### config.mk
export PLATFORM = sky130hd
export DESIGN_NAME = fmul_pipe_flat
export DESIGN_NICKNAME = d
export VERILOG_FILES = /design/src/rtl/fmul_pkg.sv /design/src/rtl/fmul_if.sv /design/src/rtl/fmul_mant.sv /design/src/rtl/fmul_pipe.sv /design/src/flat_wrapper.sv
export SDC_FILE = /design/constraint.sdc
export NUM_CORES = 2
export LEC_CHECK = 0
export CORE_ASPECT_RATIO = 1.4
export CORE_MARGIN = 3
export CORE_UTILIZATION = 65
export CTS_BUF_LIST = sky130_fd_sc_hd__clkbuf_8
export DETAILED_ROUTE_END_ITERATION = 8
export PLACE_DENSITY = 0.95
export SYNTH_ARGS = -nofsm -noshare
export SYNTH_HDL_FRONTEND = slang
export SYNTH_SLANG_ARGS = --single-unit
### constraint.sdc
create_clock -name clk -period 21.2 [get_ports clk]
set_input_delay 6.36 -clock clk [delete_from_list [all_inputs] [get_ports clk]]
set_output_delay 6.36 -clock clk [all_outputs]
set_load 0.01 [all_outputs]
### src/rtl/fmul_pkg.sv
// Shared types and helpers for the parametrised floating-point multiplier.
package fmul_pkg;

  // Operand classification after decode (denormals are treated as zero).
  typedef enum logic [1:0] {
    ZERO = 2'd0,
    NORM = 2'd1,
    INF  = 2'd2,
    NAN  = 2'd3
  } fclass_e;

  // Exception flags reported alongside each result.
  typedef struct packed {
    logic ovf;
    logic udf;
    logic inexact;
    logic invalid;
  } fflags_t;

  // Exponent bias for an EW-bit exponent field.
  function automatic int fbias(input int ew);
    return (1 << (ew - 1)) - 1;
  endfunction

  // Total width of a packed {s,e,m} word.
  function automatic int fwidth(input int ew, input int mw);
    return 1 + ew + mw;
  endfunction

  // Split point of the (MW+1)-bit significand: ceil((MW+1)/2).
  function automatic int fsplit(input int mw);
    return (mw + 2) / 2;
  endfunction

  // Canonical quiet NaN {0, all ones, 1<<(MW-1)}, right-aligned in 64 bits.
  function automatic logic [63:0] fqnan(input int ew, input int mw);
    logic [63:0] r;
    r = '0;
    r[mw-1] = 1'b1;
    for (int i = 0; i < ew; i++) begin
      r[mw+i] = 1'b1;
    end
    return r;
  endfunction

  // Classify an operand from its exponent/mantissa summary bits.
  function automatic fclass_e fclassify(input logic exp_zero, input logic exp_ones,
                                        input logic man_zero);
    fclass_e c;
    if (exp_zero)      c = ZERO;
    else if (exp_ones) c = man_zero ? INF : NAN;
    else               c = NORM;
    return c;
  endfunction

endpackage

### src/rtl/fmul_if.sv
// Operand/result bus of the multiplier: valid/ready on both sides plus tag.
interface fmul_if #(
  parameter int EW   = 8,
  parameter int MW   = 23,
  parameter int TAGW = 5
);
  localparam int W = 1 + EW + MW;

  logic            in_valid;
  logic            in_ready;
  logic [W-1:0]    x1;
  logic [W-1:0]    x2;
  logic            rnd;
  logic [TAGW-1:0] in_tag;
  logic            out_valid;
  logic            out_ready;
  logic [W-1:0]    y;
  logic [TAGW-1:0] out_tag;
  logic            ovf;
  logic            udf;
  logic            inexact;
  logic            invalid;

  // Issue side: drives operands, consumes results.
  modport master (
    output in_valid, x1, x2, rnd, in_tag, out_ready,
    input  in_ready, out_valid, y, out_tag, ovf, udf, inexact, invalid
  );

  // Multiplier side.
  modport slave (
    input  in_valid, x1, x2, rnd, in_tag, out_ready,
    output in_ready, out_valid, y, out_tag, ovf, udf, inexact, invalid
  );

endinterface

### src/rtl/fmul_mant.sv
// Unsigned (MW+1)x(MW+1) significand multiplier split into four partial
// products at bit ceil((MW+1)/2); the caller registers and sums them.
module fmul_mant
  import fmul_pkg::*;
#(
  parameter int MW = 23
) (
  input  logic [MW:0]                          a_i,
  input  logic [MW:0]                          b_i,
  output logic [2*(MW+1-fsplit(MW))-1:0]       pp_hh_o,
  output logic [MW:0]                          pp_hl_o,
  output logic [MW:0]                          pp_lh_o,
  output logic [2*fsplit(MW)-1:0]              pp_ll_o
);
  localparam int H  = fsplit(MW);
  localparam int HI = MW + 1 - H;

  logic [HI-1:0] a_hi, b_hi;
  logic [H-1:0]  a_lo, b_lo;

  assign a_hi = a_i[MW:H];
  assign a_lo = a_i[H-1:0];
  assign b_hi = b_i[MW:H];
  assign b_lo = b_i[H-1:0];

  // Operands are zero-extended to the product width so no bits are lost.
  assign pp_hh_o = {{HI{1'b0}}, a_hi} * {{HI{1'b0}}, b_hi};
  assign pp_hl_o = {{H{1'b0}}, a_hi}  * {{HI{1'b0}}, b_lo};
  assign pp_lh_o = {{HI{1'b0}}, a_lo} * {{H{1'b0}}, b_hi};
  assign pp_ll_o = {{H{1'b0}}, a_lo}  * {{H{1'b0}}, b_lo};

endmodule

### src/rtl/fmul_pipe.sv
// Three-stage pipelined floating-point multiplier with RNE/truncate rounding,
// special-value handling, exception flags and a whole-pipe stall.
module fmul_pipe
  import fmul_pkg::*;
#(
  parameter int EW   = 8,
  parameter int MW   = 23,
  parameter int TAGW = 5
) (
  input  logic   clk,
  input  logic   rst,
  fmul_if.slave  bus
);
  localparam int W  = fwidth(EW, MW);
  localparam int PW = 2 * MW + 2;
  localparam int H  = fsplit(MW);
  localparam int HI = MW + 1 - H;
  localparam int XW = EW + 2;
  localparam logic signed [XW-1:0] BIAS_S = XW'(fbias(EW));
  localparam logic signed [XW-1:0] EMAX_S = XW'((1 << EW) - 1);
  localparam logic [W-1:0]         QNAN   = W'(fqnan(EW, MW));

  // The whole pipe moves only when the output slot is free or being taken.
  logic adv;

  // ---------------- S1 decode ----------------
  logic [W-1:0]  x_op [2];
  logic [EW-1:0] e_op [2];
  logic [MW:0]   m_op [2];
  fclass_e       cls_d [2];

  assign x_op[0] = bus.x1;
  assign x_op[1] = bus.x2;

  for (genvar gi = 0; gi < 2; gi++) begin : g_op
    assign e_op[gi]  = x_op[gi][W-2 -: EW];
    assign m_op[gi]  = {1'b1, x_op[gi][MW-1:0]};
    assign cls_d[gi] = fclassify(e_op[gi] == '0, &e_op[gi], x_op[gi][MW-1:0] == '0);
  end

  logic [2*HI-1:0] pp_hh_d;
  logic [MW:0]     pp_hl_d, pp_lh_d;
  logic [2*H-1:0]  pp_ll_d;

  fmul_mant #(.MW(MW)) u_mant (
    .a_i     (m_op[0]),
    .b_i     (m_op[1]),
    .pp_hh_o (pp_hh_d),
    .pp_hl_o (pp_hl_d),
    .pp_lh_o (pp_lh_d),
    .pp_ll_o (pp_ll_d)
  );

  logic            v1_q, rnd1_q, sign1_q;
  logic [TAGW-1:0] tag1_q;
  logic [EW-1:0]   ea1_q, eb1_q;
  fclass_e         clsa1_q, clsb1_q;
  logic [2*HI-1:0] pp_hh1_q;
  logic [MW:0]     pp_hl1_q, pp_lh1_q;
  logic [2*H-1:0]  pp_ll1_q;

  // S1 register: operands' exponents, classes, partial products, rnd and tag.
  always_ff @(posedge clk or posedge rst) begin
    if (rst) begin
      v1_q     <= 1'b0;
      rnd1_q   <= 1'b0;
      sign1_q  <= 1'b0;
      tag1_q   <= '0;
      ea1_q    <= '0;
      eb1_q    <= '0;
      clsa1_q  <= ZERO;
      clsb1_q  <= ZERO;
      pp_hh1_q <= '0;
      pp_hl1_q <= '0;
      pp_lh1_q <= '0;
      pp_ll1_q <= '0;
    end else if (adv) begin
      v1_q     <= bus.in_valid;
      rnd1_q   <= bus.rnd;
      sign1_q  <= bus.x1[W-1] ^ bus.x2[W-1];
      tag1_q   <= bus.in_tag;
      ea1_q    <= e_op[0];
      eb1_q    <= e_op[1];
      clsa1_q  <= cls_d[0];
      clsb1_q  <= cls_d[1];
      pp_hh1_q <= pp_hh_d;
      pp_hl1_q <= pp_hl_d;
      pp_lh1_q <= pp_lh_d;
      pp_ll1_q <= pp_ll_d;
    end
  end

  // ---------------- S2 sum and normalise ----------------
  logic [PW-1:0]      prod_d;
  logic               norm_d;
  logic [2*MW-1:0]    frac_d;
  logic [2:0]         grs_d;
  logic signed [XW-1:0] ye0_d;

  // hh and ll never overlap, so they concatenate; the cross terms sit at bit H.
  assign prod_d = {pp_hh1_q, pp_ll1_q}
                + ({{(PW-MW-1){1'b0}}, pp_hl1_q} << H)
                + ({{(PW-MW-1){1'b0}}, pp_lh1_q} << H);
  assign norm_d = prod_d[PW-1];
  assign frac_d = norm_d ? prod_d[2*MW:1] : prod_d[2*MW-1:0];
  // The bit shifted out by normalisation still counts toward sticky.
  assign grs_d  = {frac_d[MW-1], frac_d[MW-2], (|frac_d[MW-3:0]) | (norm_d & prod_d[0])};
  assign ye0_d  = $signed({2'b00, ea1_q}) + $signed({2'b00, eb1_q}) - BIAS_S
                + $signed({{(XW-1){1'b0}}, norm_d});

  logic                 v2_q, rnd2_q, sign2_q;
  logic [TAGW-1:0]      tag2_q;
  fclass_e              clsa2_q, clsb2_q;
  logic [MW-1:0]        mant2_q;
  logic [2:0]           grs2_q;
  logic signed [XW-1:0] ye0_2_q;

  // S2 register: normalised mantissa, guard/round/sticky, biased exponent.
  always_ff @(posedge clk or posedge rst) begin
    if (rst) begin
      v2_q    <= 1'b0;
      rnd2_q  <= 1'b0;
      sign2_q <= 1'b0;
      tag2_q  <= '0;
      clsa2_q <= ZERO;
      clsb2_q <= ZERO;
      mant2_q <= '0;
      grs2_q  <= '0;
      ye0_2_q <= '0;
    end else if (adv) begin
      v2_q    <= v1_q;
      rnd2_q  <= rnd1_q;
      sign2_q <= sign1_q;
      tag2_q  <= tag1_q;
      clsa2_q <= clsa1_q;
      clsb2_q <= clsb1_q;
      mant2_q <= frac_d[2*MW-1:MW];
      grs2_q  <= grs_d;
      ye0_2_q <= ye0_d;
    end
  end

  // ---------------- S3 round, range check, specials ----------------
  logic                 inc_d;
  logic [MW:0]          mant_inc_d;
  logic signed [XW-1:0] ye_d;
  logic [W-1:0]         y_d;
  fflags_t              flags_d;
  logic                 any_nan, any_inf, any_zero;

  assign inc_d      = ~rnd2_q & grs2_q[2] & (grs2_q[1] | grs2_q[0] | mant2_q[0]);
  // On carry-out the low MW bits are already zero, so only the exponent moves.
  assign mant_inc_d = {1'b0, mant2_q} + {{MW{1'b0}}, inc_d};
  assign ye_d       = ye0_2_q + $signed({{(XW-1){1'b0}}, mant_inc_d[MW]});
  assign any_nan    = (clsa2_q == NAN) || (clsb2_q == NAN);
  assign any_inf    = (clsa2_q == INF) || (clsb2_q == INF);
  assign any_zero   = (clsa2_q == ZERO) || (clsb2_q == ZERO);

  // Result select: specials first, then overflow/underflow, then the rounded value.
  always_comb begin
    y_d     = '0;
    flags_d = '0;
    if (any_nan || (any_inf && any_zero)) begin
      y_d             = QNAN;
      flags_d.invalid = 1'b1;
    end else if (any_inf) begin
      y_d = {sign2_q, {EW{1'b1}}, {MW{1'b0}}};
    end else if (any_zero) begin
      y_d = {sign2_q, {(W-1){1'b0}}};
    end else if (ye_d >= EMAX_S) begin
      y_d             = {sign2_q, {EW{1'b1}}, {MW{1'b0}}};
      flags_d.ovf     = 1'b1;
      flags_d.inexact = 1'b1;
    end else if (ye_d[XW-1] || (ye_d == '0)) begin
      y_d             = {sign2_q, {(W-1){1'b0}}};
      flags_d.udf     = 1'b1;
      flags_d.inexact = 1'b1;
    end else begin
      y_d             = {sign2_q, ye_d[EW-1:0], mant_inc_d[MW-1:0]};
      flags_d.inexact = |grs2_q;
    end
  end

  logic            v3_q;
  logic [W-1:0]    y3_q;
  logic [TAGW-1:0] tag3_q;
  fflags_t         flags3_q;

  // Output register; bubbles leave the last result in place so y stays clean.
  always_ff @(posedge clk or posedge rst) begin
    if (rst) begin
      v3_q     <= 1'b0;
      y3_q     <= '0;
      tag3_q   <= '0;
      flags3_q <= '0;
    end else if (adv) begin
      v3_q <= v2_q;
      if (v2_q) begin
        y3_q     <= y_d;
        tag3_q   <= tag2_q;
        flags3_q <= flags_d;
      end
    end
  end

  assign adv           = ~v3_q | bus.out_ready;
  assign bus.in_ready  = adv;
  assign bus.out_valid = v3_q;
  assign bus.y         = y3_q;
  assign bus.out_tag   = tag3_q;
  assign bus.ovf       = flags3_q.ovf;
  assign bus.udf       = flags3_q.udf;
  assign bus.inexact   = flags3_q.inexact;
  assign bus.invalid   = flags3_q.invalid;

endmodule

### src/flat_wrapper.sv
// flat-port wrapper written by rule: the top's interface ports become plain ports
module fmul_pipe_flat import fmul_pkg::*;
#(
  parameter int EW   = 8,
  parameter int MW   = 23,
  parameter int TAGW = 5
)
  (clk, rst, bus_in_valid, bus_x1, bus_x2, bus_rnd, bus_in_tag, bus_out_ready, bus_in_ready, bus_out_valid, bus_y, bus_out_tag, bus_ovf, bus_udf, bus_inexact, bus_invalid);
  fmul_if #(.EW(EW), .MW(MW), .TAGW(TAGW)) bus_i ();
  input  logic clk;
  input  logic rst;
  input wire logic [$bits(bus_i.in_valid)-1:0] bus_in_valid;
  input wire logic [$bits(bus_i.x1)-1:0] bus_x1;
  input wire logic [$bits(bus_i.x2)-1:0] bus_x2;
  input wire logic [$bits(bus_i.rnd)-1:0] bus_rnd;
  input wire logic [$bits(bus_i.in_tag)-1:0] bus_in_tag;
  input wire logic [$bits(bus_i.out_ready)-1:0] bus_out_ready;
  output wire logic [$bits(bus_i.in_ready)-1:0] bus_in_ready;
  output wire logic [$bits(bus_i.out_valid)-1:0] bus_out_valid;
  output wire logic [$bits(bus_i.y)-1:0] bus_y;
  output wire logic [$bits(bus_i.out_tag)-1:0] bus_out_tag;
  output wire logic [$bits(bus_i.ovf)-1:0] bus_ovf;
  output wire logic [$bits(bus_i.udf)-1:0] bus_udf;
  output wire logic [$bits(bus_i.inexact)-1:0] bus_inexact;
  output wire logic [$bits(bus_i.invalid)-1:0] bus_invalid;
  assign bus_i.in_valid = bus_in_valid;
  assign bus_i.x1 = bus_x1;
  assign bus_i.x2 = bus_x2;
  assign bus_i.rnd = bus_rnd;
  assign bus_i.in_tag = bus_in_tag;
  assign bus_i.out_ready = bus_out_ready;
  assign bus_in_ready = bus_i.in_ready;
  assign bus_out_valid = bus_i.out_valid;
  assign bus_y = bus_i.y;
  assign bus_out_tag = bus_i.out_tag;
  assign bus_ovf = bus_i.ovf;
  assign bus_udf = bus_i.udf;
  assign bus_inexact = bus_i.inexact;
  assign bus_invalid = bus_i.invalid;
  fmul_pipe #(.EW(EW), .MW(MW), .TAGW(TAGW)) u_core (.clk(clk), .rst(rst), .bus(bus_i));
endmodule
# After elaboration in Yosys (flattened, before gate mapping)
# Cells that the tools add are included.
# word_totals
regBits,214
input_bits,74
# classes
add_sub_neg,7
multipliers,4
n_lt_le_gt_ge,1
eq_ne,4
mux,21
n_bitwise,10
reduce_logical,18
# op_table
op,count
2-to-1 mux 31 bit,4
adder 48 x 36 -> 48 bit,2
multiplier 12 x 12 -> 24 bit,4
zero test 23 bit,2
2-to-1 mux 46 bit,1
2-to-1 mux 32 bit,1
adder 23 x 1 -> 24 bit,1
OR reduction 21 bit,1
adder 10 x 2 -> 10 bit,2
zero test 8 bit,2
AND reduction 8 bit,2
greater-or-equal comparator 10 x 9 -> 1 bit (second input constant),1
zero test 10 bit,1
subtractor 10 x 8 -> 10 bit (second input constant),1
adder 8 x 8 -> 9 bit,1
2-to-1 mux 3 bit,3
== test 2 bit (second input constant),4
2-to-1 mux 1 bit,8
2-to-1 mux 2 bit,4
logical OR 1 bit,5
zero test 2 bit,2
bitwise OR 1 bit,4
bitwise AND 1 bit,3
OR reduction 3 bit,1
4 further kinds,5

# Logic depth before layout (Yosys ltp)
# logic_depth
word_depth,12
mapped_depth,25
ltp_nobuf,24

# Modules after synthesis
# A second synthesis with hierarchy kept.
# hier_totals
cells_unflattened,3592
hier_area_um2,30529.3
# by_module_without_submodules
mod,instances,cells_per_inst,area_each_um2,seq_area_each_um2
fmul_mant,1,2278,19003.2,0.0
fmul_pipe,1,1314,11526.1,5355.1

# Worst setup path after synthesis
# No wires, ideal clock.
# synth_timing
kind,input -> output
from,in bus_out_ready
to,out bus_in_ready
t_arrival_ns,7.134
t_required_ns,14.840
setup_slack_ns,7.706
stages,4
path_buffers,2
path_cell_list,nor2b_1 -> inv_2 -> clkbuf_1 -> buf_1
# synth_via
elab_chain_cells,1
# synth_rtl
element,line,text
from (decl),flat_wrapper.sv:17,input wire logic [$bits(bus_i.out_ready)-1:0] bus_out_ready;
bitwise OR 1 bit,fmul_pipe.sv:206,assign adv = ~v3_q | bus.out_ready;
to (decl),flat_wrapper.sv:18,output wire logic [$bits(bus_i.in_ready)-1:0] bus_in_ready;
# Every way passes these cells.

# Final worst setup path
# Ends and elaborated chain as after synthesis.

==> impl_metrics.tcl <==
set metrics [dict create \
    status "complete, no violations" \
    ant_nets 0 \
    ys_seq_elements 214 \
    vias 24453 \
    cts.sinks 214 \
    timing.slew.headroom 0.144 \
    start_kind "input pin" \
    seqPwrFrac 0.150 \
    hold_class "reg2reg" \
    cp-end-kind "output pin" \
    syn_area_um2 29400 \
    port_buffers 116 \
    yosys.area.top_type "fa_1" \
    layout_commonest_cell "nand2_1" \
    cts_resized 0 \
    drt_iter0_markers 1877 \
    irDropWorstVdd_uv 104 \
    hold_depth 2 \
    synth.distinct_cells 71 \
    final_cells 4032 \
    grt_pass1_wl_mm 127 \
    die_h_um 258 \
    met2_length_mm 38.3 \
    setup_viol 0 \
    layout.nets 4230 \
    worstPathArrival_ps 8280 \
    clock-root-buffer "clkbuf_8" \
    numPlacedInstances 3968 \
    synth-async-reset-ratio 1.00 \
    hold_viol 0 \
    min-delay-start "u_core.tag2_q[0]" \
    period_share 0.691 \
    timing.fmax_ghz 0.0683 \
    clock_skew_ps 33.1 \
    syn-num-nets 4186 \
    die-area_um2 47900 \
    synth_cells 3402 \
    dpl.hpwl_mm 58.3 \
    r2r_setup_slack_ps 15640 \
    rr_worst_depth 21 \
    setup_tns_ps 0 \
    cts_buffers 34 \
    synth_top_cell_area_share 0.290 \
    drive_gt1_frac 0.0325 \
    rr_endpoint "u_core.ye0_2_q[8]" \
    grt_max_degree 135 \
    syn_avg_cell_area_um2 8.65 \
    clk_latency_ps 580 \
    holdBufCountCts 0 \
    cts_max_level 2 \
    initial_core_util 0.662 \
    place_congestion 0.935 \
    die_w_um 186 \
    wl_per_cell_um 19.4 \
    gr-total-overflow 0 \
    p_per_area_nw_per_um2 168 \
    clk_pin_slew_ps 60 \
    combPwrFrac 0.777 \
    clock_path_buffers 3 \
    drc 0 \
    switching_share 0.517 \
    yosysSeqAreaShare 0.182 \
    grt_use_total 0.333 \
    p_sw_w 0.00276 \
    vias_per_cell 6.06 \
    p_clk_frac 0.073 \
    wl_met1_mm 25.4 \
    setup_slack_ps 6560 \
    min_to "u_core.tag2_q[0]" \
    cp_max_fo 57 \
    crit_required_ps 14840 \
    r2r_start "u_core.pp_ll1_q[13]" \
    final_max_slew_viol_count 0 \
    synth_area_leaders "fa_1, dfrtp_1, ha_1, nand2_1, inv_1" \
    utilization 0.716 \
    n_fill_cell 2866 \
    core-area_um2 44400 \
    pre_cts_slack_ps 6610 \
    yosysWarnings 0 \
    synth-edff-count 0 \
    io_pins 117 \
    seq_area_um2 5360 \
    drt-total-wl_mm 78.3 \
    p_leak_nw 16.2 \
    synthToLayoutAreaGrowth_pct 8.06 \
    multiInputGateArea_um2 21300 \
    grt_pass1_vias 26462 \
    wl_met3_mm 7.54 \
    min_period_ps 14640 \
    postCtsSetupRepairBufs 0 \
    ys.flop_type "dfrtp_1" \
    critical_path_class "in2out" \
    drtPass1Iterations 8 \
    maxCapViolations 0 \
    p_int_w 0.00258 \
    tightest_slew_ps 1280 \
    antenna_found_initial 3 \
    dr.max_layer_used "met5" \
    rows 91 \
    rsz0062_at_grt "no" \
    cts_tree "yes" \
    layout_common_cells "nand2_1, inv_1, fa_1" \
]
power groups by stage:
stage	Clock, W	Sequential (W)	Combinational, W
finish	0.000391	0.000799	0.00415
global route	0.000409	0.000817	0.00462
CTS	0.000396	0.000792	0.00407
detailed placement	0	0.000798	0.00402
global placement	0	0.000787	0.00382
floorplan	0	0.000752	0.00306
kinds of logic (layout without fill, tap and decap cells):
family / after synthesis / count (layout) / synth area share
compound gates: 411 / 411 / 0.0891
other cells: 0 / 2 / 0
xor+xnor: 135 / 135 / 0.0402
fa+ha+maj: 710 / 710 / 0.411
buf+inv: 735 / 805 / 0.0942
mux: 3 / 3 / 0.00106
simple gates: 1194 / 1194 / 0.183
flops: 214 / 214 / 0.182
state kept, by name, indices dropped and copies added (netlist names), 2 cells and up:
signal              flops
u_core.mant2_q         23
u_core.ea1_q            8
u_core.pp_hh1_q        24
u_core.ye0_2_q         10
u_core.clsa1_q          2
u_core.grs2_q           3
u_core.eb1_q            8
u_core.bus.y           32
u_core.bus.out_tag      5
u_core.pp_lh1_q        24
u_core.pp_ll1_q        24
u_core.tag2_q           5
u_core.tag1_q           5
u_core.clsa2_q          2
u_core.clsb1_q          2
u_core.clsb2_q          2
u_core.pp_hl1_q        24
worst max-delay path by stage:
stage	end	startpoint	slack, ps
finish	bus_in_ready	bus_out_ready	6560
global route	bus_in_ready	bus_out_ready	6480
CTS	bus_in_ready	bus_out_ready	6590
detailed placement	bus_in_ready	bus_out_ready	6610
global placement	bus_in_ready	bus_out_ready	6620
floorplan	bus_in_ready	bus_out_ready	7710
layer usage:
| layer | vias up | track usage |
|---|---|---|
| met5 | - | 0 |
| met4 | 2 | 0.249 |
| met3 | 571 | 0.0790 |
| met2 | 1457 | 0.569 |
| met1 | 11679 | 0.352 |
| li1 | 10744 | - |
metrics by stage:
stage | cell area, um^2 | hold slack, ps | total power, W
3_5_place_dp | 31000 | 456 | 0.00482
5_1_grt | 31800 | 491 | 0.00584
4_1_cts | 31800 | 470 | 0.00525
3_3_place_gp | 31000 | 448 | 0.00461
6_report | 31800 | 470 | 0.00534
2_1_floorplan | 29400 | 430 | 0.00381
cell type report:
type                            count  area share
Multi-Input combinational cell   2453       0.670
Sequential cell                   214       0.168
Inverter                          588      0.0698
Timing Repair Buffer              155      0.0461
Tap cell                          558      0.0220
Clock buffer                       42      0.0182
Clock inverter                     20     0.00527
Antenna cell                        2    0.000157
critical path: stages:
cell	delay (ps)
clkdlybuf4s50_1	440
nor2b_4	550
inv_6	330
clkdlybuf4s50_1	580
synth_stat cells, drive strengths merged (26+ instances only):
cell type,number
dfrtp,214
nand3,49
nand2,644
and2,174
ha,284
nor2,173
o21ai,105
a21oi,139
clkbuf,129
a21o,29
fa,426
nor3,31
nor4,26
xor2,59
inv,585
xnor2,76
(Power assumes the default switching activity.)
